File: src/rtl/line_clear_if.sv
// line_clear_if: start/status handshake plus board RAM port for the line-clear stage.
interface line_clear_if;
  logic       start;
  logic [7:0] ram_addr;
  logic       ram_wren;
  logic [5:0] ram_wdata;
  logic [5:0] ram_q;
  logic       busy;
  logic       done;
  logic [2:0] lines_cleared;
  modport master (output start, ram_q, input ram_addr, ram_wren, ram_wdata, busy, done, lines_cleared);
  modport slave  (input start, ram_q, output ram_addr, ram_wren, ram_wdata, busy, done, lines_cleared);
endinterface

File: src/rtl/line_clear.sv
// line_clear: scans the board bottom-up, deletes full rows by shifting rows above down one, zero-fills row 0.
module line_clear #(
  parameter int COLS = 10,
  parameter int ROWS = 20
) (
  input logic         clk,
  input logic         resetn,
  line_clear_if.slave bus
);
  localparam int RW = $clog2(ROWS);
  localparam int CW = $clog2(COLS);
  typedef enum logic [3:0] {
    IDLE, C_RA, C_RW, C_RS, S_RA, S_RW, S_RS, S_WA, S_WE, S_WL, T_WA, T_WE, T_WL, FIN
  } state_t;
  state_t        r_state, w_state_n;
  logic [RW-1:0] r_row, w_row_n, r_dst, w_dst_n;
  logic [CW-1:0] r_col, w_col_n;
  logic [2:0]    r_cnt, w_cnt_n, r_lines;
  logic [7:0]    r_addr, w_addr_n;
  logic [5:0]    r_wdata, w_wdata_n;
  logic          r_wren, r_busy, r_done;
  logic          w_last_col;
  function automatic logic [7:0] f_addr(input logic [RW-1:0] y, input logic [CW-1:0] x);
    return 8'(y) * 8'(COLS) + 8'(x);
  endfunction
  assign w_last_col = r_col == CW'(COLS - 1);
  // Address/data are loaded on entry to each RA/WA state so the RAM sees them for the whole access.
  always_comb begin
    w_state_n = r_state;
    w_row_n   = r_row;
    w_col_n   = r_col;
    w_dst_n   = r_dst;
    w_cnt_n   = r_cnt;
    w_addr_n  = r_addr;
    w_wdata_n = r_wdata;
    case (r_state)
      IDLE: if (bus.start) begin
        w_state_n = C_RA;
        w_row_n   = RW'(ROWS - 1);
        w_col_n   = '0;
        w_cnt_n   = '0;
        w_addr_n  = f_addr(RW'(ROWS - 1), '0);
      end
      C_RA: w_state_n = C_RW;
      C_RW: w_state_n = C_RS;
      C_RS: if (bus.ram_q == '0) begin
        if (r_row == '0) w_state_n = FIN;
        else begin
          w_state_n = C_RA;
          w_row_n   = r_row - 1'b1;
          w_col_n   = '0;
          w_addr_n  = f_addr(r_row - 1'b1, '0);
        end
      end else if (!w_last_col) begin
        w_state_n = C_RA;
        w_col_n   = r_col + 1'b1;
        w_addr_n  = f_addr(r_row, r_col + 1'b1);
      end else begin
        w_cnt_n   = (r_cnt == 3'd7) ? r_cnt : r_cnt + 1'b1;
        w_dst_n   = r_row;
        w_col_n   = '0;
        w_wdata_n = '0;
        w_state_n = (r_row == '0) ? T_WA : S_RA;
        w_addr_n  = (r_row == '0) ? 8'd0 : f_addr(r_row - 1'b1, '0);
      end
      S_RA: w_state_n = S_RW;
      S_RW: w_state_n = S_RS;
      S_RS: begin
        w_state_n = S_WA;
        w_wdata_n = bus.ram_q;
        w_addr_n  = f_addr(r_dst, r_col);
      end
      S_WA: w_state_n = S_WE;
      S_WE: w_state_n = S_WL;
      S_WL: if (!w_last_col) begin
        w_state_n = S_RA;
        w_col_n   = r_col + 1'b1;
        w_addr_n  = f_addr(r_dst - 1'b1, r_col + 1'b1);
      end else if (r_dst == RW'(1)) begin
        w_state_n = T_WA;
        w_col_n   = '0;
        w_addr_n  = 8'd0;
        w_wdata_n = '0;
      end else begin
        w_state_n = S_RA;
        w_col_n   = '0;
        w_dst_n   = r_dst - 1'b1;
        w_addr_n  = f_addr(r_dst - RW'(2), '0);
      end
      T_WA: w_state_n = T_WE;
      T_WE: w_state_n = T_WL;
      T_WL: if (!w_last_col) begin
        w_state_n = T_WA;
        w_col_n   = r_col + 1'b1;
        w_addr_n  = f_addr('0, r_col + 1'b1);
      end else begin
        // the row just cleared now holds what was above it, so check it again
        w_state_n = C_RA;
        w_col_n   = '0;
        w_addr_n  = f_addr(r_row, '0);
      end
      FIN:     w_state_n = IDLE;
      default: w_state_n = IDLE;
    endcase
  end
  always_ff @(posedge clk or negedge resetn) begin
    if (!resetn) begin
      r_state <= IDLE;
      r_row   <= '0;
      r_col   <= '0;
      r_dst   <= '0;
      r_cnt   <= '0;
      r_addr  <= '0;
      r_wdata <= '0;
      r_wren  <= 1'b0;
      r_busy  <= 1'b0;
      r_done  <= 1'b0;
      r_lines <= '0;
    end else begin
      r_state <= w_state_n;
      r_row   <= w_row_n;
      r_col   <= w_col_n;
      r_dst   <= w_dst_n;
      r_cnt   <= w_cnt_n;
      r_addr  <= w_addr_n;
      r_wdata <= w_wdata_n;
      r_wren  <= (w_state_n == S_WE) || (w_state_n == T_WE);
      r_busy  <= (w_state_n != IDLE) && (w_state_n != FIN);
      r_done  <= w_state_n == FIN;
      r_lines <= (w_state_n == FIN) ? w_cnt_n : r_lines;
    end
  end
  assign bus.ram_addr      = r_addr;
  assign bus.ram_wren      = r_wren;
  assign bus.ram_wdata     = r_wdata;
  assign bus.busy          = r_busy;
  assign bus.done          = r_done;
  assign bus.lines_cleared = r_lines;
endmodule
File: src/flat_wrapper.sv
// flat-port wrapper written by rule: the top's interface ports become plain ports
module line_clear_flat 
#(
  parameter int COLS = 10,
  parameter int ROWS = 20
)
  (clk, resetn, bus_start, bus_ram_q, bus_ram_addr, bus_ram_wren, bus_ram_wdata, bus_busy, bus_done, bus_lines_cleared);
  line_clear_if bus_i ();
  input logic clk;
  input logic resetn;
  input wire logic [$bits(bus_i.start)-1:0] bus_start;
  input wire logic [$bits(bus_i.ram_q)-1:0] bus_ram_q;
  output wire logic [$bits(bus_i.ram_addr)-1:0] bus_ram_addr;
  output wire logic [$bits(bus_i.ram_wren)-1:0] bus_ram_wren;
  output wire logic [$bits(bus_i.ram_wdata)-1:0] bus_ram_wdata;
  output wire logic [$bits(bus_i.busy)-1:0] bus_busy;
  output wire logic [$bits(bus_i.done)-1:0] bus_done;
  output wire logic [$bits(bus_i.lines_cleared)-1:0] bus_lines_cleared;
  assign bus_i.start = bus_start;
  assign bus_i.ram_q = bus_ram_q;
  assign bus_ram_addr = bus_i.ram_addr;
  assign bus_ram_wren = bus_i.ram_wren;
  assign bus_ram_wdata = bus_i.ram_wdata;
  assign bus_busy = bus_i.busy;
  assign bus_done = bus_i.done;
  assign bus_lines_cleared = bus_i.lines_cleared;
  line_clear #(.COLS(COLS), .ROWS(ROWS)) u_core (.clk(clk), .resetn(resetn), .bus(bus_i));
endmodule
File: config.mk
export PLATFORM = sky130hd
export DESIGN_NAME = line_clear_flat
export DESIGN_NICKNAME = d
export VERILOG_FILES = /design/src/rtl/line_clear_if.sv /design/src/rtl/line_clear.sv /design/src/flat_wrapper.sv
export SDC_FILE = /design/constraint.sdc
export NUM_CORES = 1
export LEC_CHECK = 0
export BUFFER_PORTS_ARGS = -buffer_cell sky130_fd_sc_hd__buf_2
export CORE_AREA = 2 2 119 63
export CTS_BUF_LIST = sky130_fd_sc_hd__clkbuf_8
export DETAILED_ROUTE_END_ITERATION = 16
export DIE_AREA = 0 0 121 65
export PLACE_DENSITY = 0.8
export SLEW_MARGIN = 25
export SYNTH_ARGS = -nofsm -noshare
export SYNTH_HDL_FRONTEND = slang
export SYNTH_SLANG_ARGS = --single-unit
export TNS_END_PERCENT = 50
File: constraint.sdc
create_clock -name clk -period 10.35 [get_ports clk]
set_input_delay 0.5175 -clock clk [delete_from_list [all_inputs] [get_ports clk]]
set_output_delay 0.5175 -clock clk [all_outputs]
set_load 0.02 [all_outputs]
## Word level (Yosys, flattened, before mapping)

Index checks and enable logic that the tools add are counted.

- Bits of input ports: 9
- Word-level logic and storage cells: 111
- Register bits after elaboration: 41
- Output and inout bits: 20

- $add $sub $neg: 8
- Multiply operators: 5
- Muxes and demuxes: 42
- Reduce and logical (&&, ||, !) cells: 17
- Eq/ne operators: 28

Operator list:

| cell | count |
|---|---|
| two-way mux 8 bit | 8 |
| one-hot mux 4 bit (13 select lines) | 1 |
| two-way mux 4 bit | 12 |
| one-hot mux 8 bit (5 select lines) | 1 |
| == test 4 bit, second input constant | 9 |
| multiplier 5 x 3 -> 7 bit, second input constant | 5 |
| two-way mux 5 bit | 7 |
| adder 8 x 4 -> 8 bit | 3 |
| two-way mux 6 bit | 4 |
| one-hot mux 5 bit (2 select lines) | 2 |
| one-hot mux 6 bit (3 select lines) | 1 |
| == test 4 x 3 -> 1 bit, second input constant | 4 |
| two-way mux 3 bit | 4 |
| one-hot mux 4 bit (3 select lines) | 1 |
| AND reduction 5 bit | 2 |
| subtractor 5 x 1 -> 5 bit, second input constant | 2 |
| == test 4 x 2 -> 1 bit, second input constant | 2 |
| != test 2 x 1 -> 1 bit, second input constant | 4 |
| != test 2 bit, second input constant | 4 |
| zero test 6 bit | 1 |
| one-hot mux 3 bit (2 select lines) | 1 |
| AND reduction 3 bit | 2 |
| nonzero test 3 bit | 2 |
| == test 5 x 1 -> 1 bit, second input constant | 1 |
| 16 further kinds | 17 |

## Logic depth before layout (Yosys ltp)

Gate-level depths: netlist of the first run.

- Depth in word-level cells: 7
- Depth in mapped cells: 16
- Gate-level depth less buffers: 15

## Least setup slack after synthesis of the first run

OpenSTA, ideal clock, no wires.

- Kind: flip-flop to flip-flop
- Start point: register u_core.r_row[0]
- End point: register u_core.r_addr[6], in the netlist u_core.bus.ram_addr[6]
- Setup slack: 7078 ps
- Library setup time: 121 ps
- Clock period less this slack: 3272 ps
- Data arrival time: 3151 ps
- Path buffers: 0
- Cell stages (with the launch flop): 13
- Required time: 10229 ps
- Path through: dfrtp_1 -> inv_1 -> ha_1 -> nor3b_1 -> xor2_1 -> ha_1 -> fa_1 -> xor2_1 -> a21oi_1 -> nor3_1 -> and3b_1 -> a2111o_1 -> a22o_1

- Longest elaborated chain between the ends: 6
- Elaborated cells on any way between the ends: 13
- Those cells by class: add/sub: 2; mul: 2; eq/ne: 1; mux: 6; reduce/logical: 2

RTL lines:

| element | line | text |
|---|---|---|
| from (decl) | line_clear.sv:16 | `logic [RW-1:0] r_row, w_row_n, r_dst, w_dst_n;` |
| from (signal assigned) | line_clear.sv:121 | `r_row <= w_row_n;` |
| subtractor 5 x 1 -> 5 bit | line_clear.sv:52, line_clear.sv:64 |  |
| multiplier 5 x 3 -> 7 bit | line_clear.sv:24 | `return 8'(y) * 8'(COLS) + 8'(x);` |
| two-way mux 8 bit | line_clear.sv:64 | `w_addr_n = (r_row == '0) ? 8'd0 : f_addr(r_row - 1'b1, '0);` |
| two-way mux 8 bit | line_clear.sv:54 | `end else if (!w_last_col) begin` |
| two-way mux 8 bit | line_clear.sv:46 | `C_RS: if (bus.ram_q == '0) begin` |
| one-hot mux 8 bit (5 select lines) | line_clear.sv:36 | `case (r_state)` |
| to (signal assigned) | line_clear.sv:125 | `r_addr <= w_addr_n;` |
| to (decl) | line_clear.sv:19 | `logic [7:0] r_addr, w_addr_n;` |

Several ways; a longest one is shown, not always the timed one. The select of a mux whose other input is x is not followed.
A chain may end at the register's enable or synchronous reset.

## Worst setup path after layout of the first run

- Start point: register u_core.r_dst[1]
- End point: register u_core.r_addr[6], in the netlist u_core.bus.ram_addr[6]

- Longest elaborated chain between the ends: 5
- Elaborated cells on any way between the ends: 11
- Those cells by class: add/sub: 4; mul: 3; eq/ne: 1; mux: 3

RTL lines:

| element | line | text |
|---|---|---|
| from (decl) | line_clear.sv:16 |  |
| from (signal assigned) | line_clear.sv:123 | `r_dst <= w_dst_n;` |
| subtractor 5 x 1 -> 5 bit / subtractor 5 x 2 -> 5 bit (equally long branches) | line_clear.sv:78, line_clear.sv:88 |  |
| multiplier 5 x 3 -> 7 bit | line_clear.sv:24 |  |
| adder 8 x 4 -> 8 bit / two-way mux 8 bit (equally long branches) | line_clear.sv:24, line_clear.sv:79 |  |
| two-way mux 8 bit | line_clear.sv:75 | `S_WL: if (!w_last_col) begin` |
| one-hot mux 8 bit (5 select lines) (*) | line_clear.sv:36 |  |

Every way passes the cells marked *; elsewhere a longest branch is shown, timed or not.

==> results of run 1 <==
==> stage by stage <==
step / instances / instance area [sq um]
after floorplan: 411 / 3720
after global placement: 519 / 3910
after detailed placement: 519 / 3910
after CTS: 526 / 3990
after global routing: 526 / 4000
final: 526 / 4000
==> final cells by class <==
type                       instances  area [sq um]  share of cell area [%]
clock buffer                       6          82.6                    2.07
clock inverter                     1          3.75                  0.0939
inverter                          26          97.6                    2.44
multi-input combinational        326          2510                    62.8
sequential                        41          1030                    25.7
tap                               96           120                    3.01
timing repair buffer              30           158                    3.94
==> worst max-delay path, cell delays in order (launching register included) <==
cell	delay, ps
dfrtp_1	470
inv_1	210
ha_1	220
nor3b_1	250
xnor2_1	200
inv_1	110
ha_1	310
inv_1	60
fa_1	480
nand2b_1	240
or4_1	540
a31oi_1	240
a2111o_1	160
a22o_1	120
==> worst max-delay path by stage <==
| stage | slack [ps] | endpoint | from | depth (start not counted) |
|---|---|---|---|---|
| 5_1_grt | 6380 | u_core.bus.ram_addr[7] | u_core.r_dst[1] | 14 |
| 3_5_place_dp | 6700 | u_core.bus.ram_addr[7] | u_core.r_dst[1] | 14 |
| 6_report | 6640 | u_core.bus.ram_addr[6] | u_core.r_dst[1] | 13 |
| 3_3_place_gp | 6870 | u_core.bus.ram_addr[6] | u_core.r_row[0] | 12 |
| 2_1_floorplan | 7080 | u_core.bus.ram_addr[6] | u_core.r_row[0] | 12 |
| 4_1_cts | 6690 | u_core.bus.ram_addr[7] | u_core.r_dst[1] | 14 |
==> state kept, by name, summed over array words and instances, names as in the netlist <==
signal and cells:
u_core.r_state 4, u_core.r_dst 5, u_core.bus.lines_cleared 3, u_core.bus.busy 1
u_core.bus.ram_addr 8, u_core.r_row 5, u_core.bus.done 1, u_core.bus.ram_wren 1
u_core.r_col 4, u_core.bus.ram_wdata 6, u_core.r_cnt 3
==> cell usage after synthesis (4+ instances only) <==
cell type / number / area share, %
ha_1: 47 / 16
dfrtp_1: 41 / 28
nor2_1: 33 / 3.3
nand2_1: 31 / 3.1
a21oi_1: 26 / 3.5
inv_1: 25 / 2.5
o21ai_0: 23 / 3.1
xnor2_1: 16 / 3.8
xor2_1: 16 / 3.8
clkbuf_1: 12 / 1.2
nor3_1: 11 / 1.5
a21o_1: 9 / 1.8
a22o_1: 8 / 1.9
fa_1: 8 / 4.3
nor2b_1: 8 / 1.3
a211oi_1: 7 / 1.4
a31oi_1: 5 / 0.84
nand2b_1: 5 / 0.84
o22ai_1: 5 / 0.84
a221oi_1: 4 / 0.94
mux2_2: 4 / 1.2
==> cells in the final DEF, fill, tap and decap left out, types with 6 or more instances in the layout <==
cell,netlist,final
xor2_1,16,16
a211oi_1,7,7
dfrtp_1,41,41
ha_1,47,47
o21ai_0,23,23
nor2_1,33,33
inv_1,25,26
a22o_1,8,8
xnor2_1,16,16
a21oi_1,26,26
nor3_1,11,11
buf_2,3,27
fa_1,8,8
a21o_1,9,9
clkbuf_8,0,6
nand2_1,31,31
nor2b_1,8,8
==> power breakdown <==
part / total, mW / internal (mW) / switching, mW
clock network: 0.113 / 0.0520 / 0.0613
logic: 0.641 / 0.243 / 0.398
registers: 0.282 / 0.210 / 0.0719
total: 1.04 / 0.505 / 0.531
==> routing by layer <==
| metal | global-route usage (%) | wire, microns |
|---|---|---|
| met4 | 6.10 | 175 |
| met2 | 36.1 | 3820 |
| met3 | 10.2 | 1500 |
| met5 | 6.94 | 51 |
| met1 | 44.3 | 5040 |
==> kinds of logic (layout without fill, tap and decap cells) <==
logic type      count (synthesis)  in the layout  synth area share [%]
compound gates                113            113                  20.5
xor+xnor                       32             32                  7.54
fa+ha+maj                      55             55                  20.1
buf+inv                        44             63                  4.88
flops                          41             41                  27.6
mux                             7              7                  2.02
simple gates                  119            119                  17.3
==> run metrics, run 1 <==
post-synthesis net count 475; number of enable flip-flop cells after synthesis 0; Worst Slack Setup Final 6640 ps; setup TNS 0 ps; Die Ht 65 microns; worst rel slew slack 47.2%; Min-Delay Path Class in -> async; Vias 3366; worst slew pin tran 789 ps; Crit Reg-Reg Startpoint u_core.r_dst[1]; # setup viols final 0; I/O Buffers 28; Antenna Cells 0; Total Routing Usage GR 28.5%; reg2reg path depth 13; Post-synth ARST share 100%; layout cells sized above 1 10.9%; routability cong. 0.991; Post-CTS Setup Bufs 0; detailed-route wire length per cell 20.1 microns; crit start category register; # DRC 0; Site Rows 22; Final Hold Viols 0; max-slew violations 0; drt total wl 10600 microns; Reg2Reg Setup Slack 6640 ps; Critical Path End Type register; CP max FO 6; I/O pin total 29; CTS tree built; Max Cap Viol 0; Post-Synthesis Cells 411; H-tree depth 2; CTS root buf clkbuf_8; largest net degree at the start of global routing 42; 1st-iter DRT viols 515; Die X 121 microns; CTS Hold Buffers Added 0; post-layout power 1.04 mW; fin crit share 35.9%; hold_ws 146 ps; Pre-Repair DR Iteration Count 8; Post-Place Setup Slack 6700 ps; worst skew pair latency 340 ps; die area 0.00787 sq mm; RSZ-0062 raised after global routing false; Crit Path Category reg -> reg; Arrival @ worst endpoint 3960 ps; Tmin final 3710 ps; initial antenna violation count 0; vias in the first global route 3040; WP data required 10600 ps; fmax 269 MHz; status finished, final reports clean; vias per inst 6.40; Worst-path clk slew 100 ps; Yosys warning count 0; VDD IR-drop max 0.166 mV; remaining global-route overflow 0; Syn Area/Cell 9.04 sq um; Worst Clk Skew 27.0 ps; PD cells 259 mW/mm^2; PostCTS Resize Cnt 0; core footprint 0.00696 sq mm; area grow syn2layout 7.54%; # clock sinks 41; fill count 610; post-route ant nets 0; initial core utilization 53.4%; nets 494; P_leak 2.01 nW; maximum buffer depth of the clock tree 2; ys flop type dfrtp_1; Num CTS Buffers 5; post-layout util 57.4%; first-pass GRT wire length 16700 microns; sequential share of the synthesized area 27.6%; number of register bits inferred by synthesis 41; RR Endpoint u_core.bus.ram_addr[6]; Post-Syn Area 0.00372 sq mm; Netlist cell types 62; HPWL after DPL 8180 microns
Power figures use the tool's default switching activity.
==> run 2, diff against run 1 <==
--- a/config.mk
+++ b/config.mk
@@ -10,7 +10,7 @@
 export CTS_BUF_LIST = sky130_fd_sc_hd__clkbuf_8
 export DETAILED_ROUTE_END_ITERATION = 16
 export DIE_AREA = 0 0 121 65
-export PLACE_DENSITY = 0.8
+export PLACE_DENSITY = 0.83
 export SLEW_MARGIN = 25
 export SYNTH_ARGS = -nofsm -noshare
 export SYNTH_HDL_FRONTEND = slang
==> constraint.sdc (replaced) <==
create_clock -name clk -period 3.4 [get_ports clk]
set_input_delay 0.17 -clock clk [delete_from_list [all_inputs] [get_ports clk]]
set_output_delay 0.17 -clock clk [all_outputs]
set_load 0.02 [all_outputs]
==> run 2 against run 1 <==
Compared with the run above: worst hold slack got worse by 37 ps; flip-flop and latch count unchanged; critical path depth is 2 lower; global-route usage increased by 1.3 points; first-iteration DRC count is 6.6% lower; clock power grew to 3.3 times the previous value; maximum frequency rose by 13%; largest power group unchanged.
==> run metrics, run 2 (same netlist as run 1, synthesis figures left out) <==
Post-Place Setup Slack -93.1 ps; max-slew violations 0; maximum buffer depth of the clock tree 2; met2 WL 4440 microns; Site Rows 22; CP Cell Sequence nor3_1 -> xor2_1 -> ha_1 -> ha_1 -> fa_1 -> xor2_1 -> a21oi_1 -> nor3_1 -> and3b_1 -> a2111o_1 -> a22o_1; Die Ht 65 microns; # DRC 0; met3 wire len 1520 microns; met1 WL 4950 microns; Largest stage delay, worst path 490 ps; Antenna Cells 0; area grow syn2layout 14.5%; Vias 3483; nets 517; detailed-route wire length per cell 20.0 microns; Num CTS Buffers 5; die area 0.00787 sq mm; Highest Signal Layer met4; P_leak 2.15 nW; most frequent standard cell in the layout excluding fill and tap cells ha_1; slowest cell on the critical path dfrtp_1; CTS tree built; DP Area 0.00404 sq mm; Min-Delay Path Class in -> reg; Critical Path End Type register; post-route cell area 0.00425 sq mm; routability cong. 0.983; # clock sinks 41; Worst Clk Skew 4.67 ps; Total Routing Usage GR 29.8%; Max Cap Viol 0; worst rel slew slack 52.4%; Largest register FFs 8; remaining global-route overflow 0; worst slew pin tran 709 ps; Layout Cells excl Fill 550; CP max FO 6; layout cells sized above 1 18.3%; WP data required 3600 ps; Cell Int Power 1.63 mW; Final Hold Viols 0; core footprint 0.00696 sq mm; largest net degree at the start of global routing 42; initial core utilization 53.4%; vias in the first global route 3382; switching share of total power 49.6%; VDD IR-drop max 0.475 mV; fin crit share 96.7%; PD cells 761 mW/mm^2; Tmin final 3290 ps; Worst Slack Setup Final 111 ps; most frequent cells in the layout ha_1, dfrtp_1, nor2_1; Switch Pwr 1.61 mW; worst skew pair latency 310 ps; Arrival @ worst endpoint 3490 ps; initial antenna violation count 0; Die X 121 microns; drt total wl 11000 microns; H-tree depth 2; combinational power share 62.9%; Clk pwr share 11.4%; post-route ant nets 0; # setup viols final 0; placed cell count 536; CTS root buf clkbuf_8; post-layout power 3.24 mW; status finished, final reports clean; Worst-path clk slew 80 ps; 1st-iter DRT viols 481; fmax 304 MHz; Pre-Repair DR Iteration Count 6; vias per inst 6.33; first-pass GRT wire length 17900 microns; Sequential Power Share 25.7%; fill count 572; HPWL after DPL 8440 microns; crit start category register; I/O pin total 29; I/O Buffers 28; Crit Path Category reg -> reg
run 2: cell count changes in the layout (fill, tap and decap cells not counted), sizes merged:
cell | previous run | this run
inv | 27 | 26
clkbuf | 6 | 7
buf | 30 | 52
clkinv | 0 | 1
dlygate4sd3 | 0 | 1
run 2: power by group through the flow:
stage	clock network, mW	registers, mW	logic, mW
after global routing	0.388	0.855	2.22
after CTS	0.371	0.824	1.94
after floorplan	0	0.864	1.25
after detailed placement	0	0.830	1.90
final	0.369	0.833	2.03
after global placement	0	0.817	1.84
run 2: cell type report:
type / instances / area (sq um) / share of cell area (%)
multi-input combinational: 326 / 2560 / 60.3
clock inverter: 1 / 5.00 / 0.118
clock buffer: 7 / 96.3 / 2.26
inverter: 26 / 97.6 / 2.29
timing repair buffer: 53 / 343 / 8.06
sequential: 41 / 1030 / 24.1
tap: 96 / 120 / 2.82
run 2: final timing paths:
check | startpoint | endpoint | slack (ps) | depth (start not counted)
setup / recovery | u_core.r_row[0] | u_core.bus.ram_addr[6] | 110 | 11
setup reg to reg | u_core.r_row[0] | u_core.bus.ram_addr[6] | 110 | 11
hold reg to reg | u_core.bus.ram_wdata[0] | u_core.bus.ram_wdata[0] | 500 | 1
hold / removal | bus_ram_q[4] | u_core.bus.ram_wdata[4] | 110 | 2
max in group asynchronous | resetn | u_core.r_dst[2] | 2640 | 3
min in group asynchronous | resetn | u_core.bus.busy | 280 | 2
run 2: repair_timing:
item	CTS	global route
endpoints found under the hold margin	0	13
hold buffers	0	1
gates resized for setup	3	11
endpoints found under the setup margin	2	3
pin swaps	1	2
setup buffers	1	3
run 2: metrics by stage:
step	hold WS [ps]	setup TNS, ps	utilization, %
after global routing	116	-8.18	61.1
after detailed placement	360	-122	57.9
after global placement	350	0	57.9
after floorplan	-126	0	-
final	109	0	61.1
after CTS	30.4	0	59.6
run 2: worst max-delay path, delay by kind of cell, from the launching register on:
| kind | cells | cell delay [ps] |
|---|---|---|
| flops | 1 | 490 |
| simple gates | 3 | 510 |
| xor+xnor | 2 | 510 |
| compound gates | 3 | 730 |
| fa+ha+maj | 3 | 940 |
run 2: per-layer routing:
layer / GRT usage (%) / vias up
met1: 44.9 / 1657
met3: 10.9 / 27
li1: - / 1578
met2: 40.6 / 221
met5: 0 / -
met4: 5.52 / 0
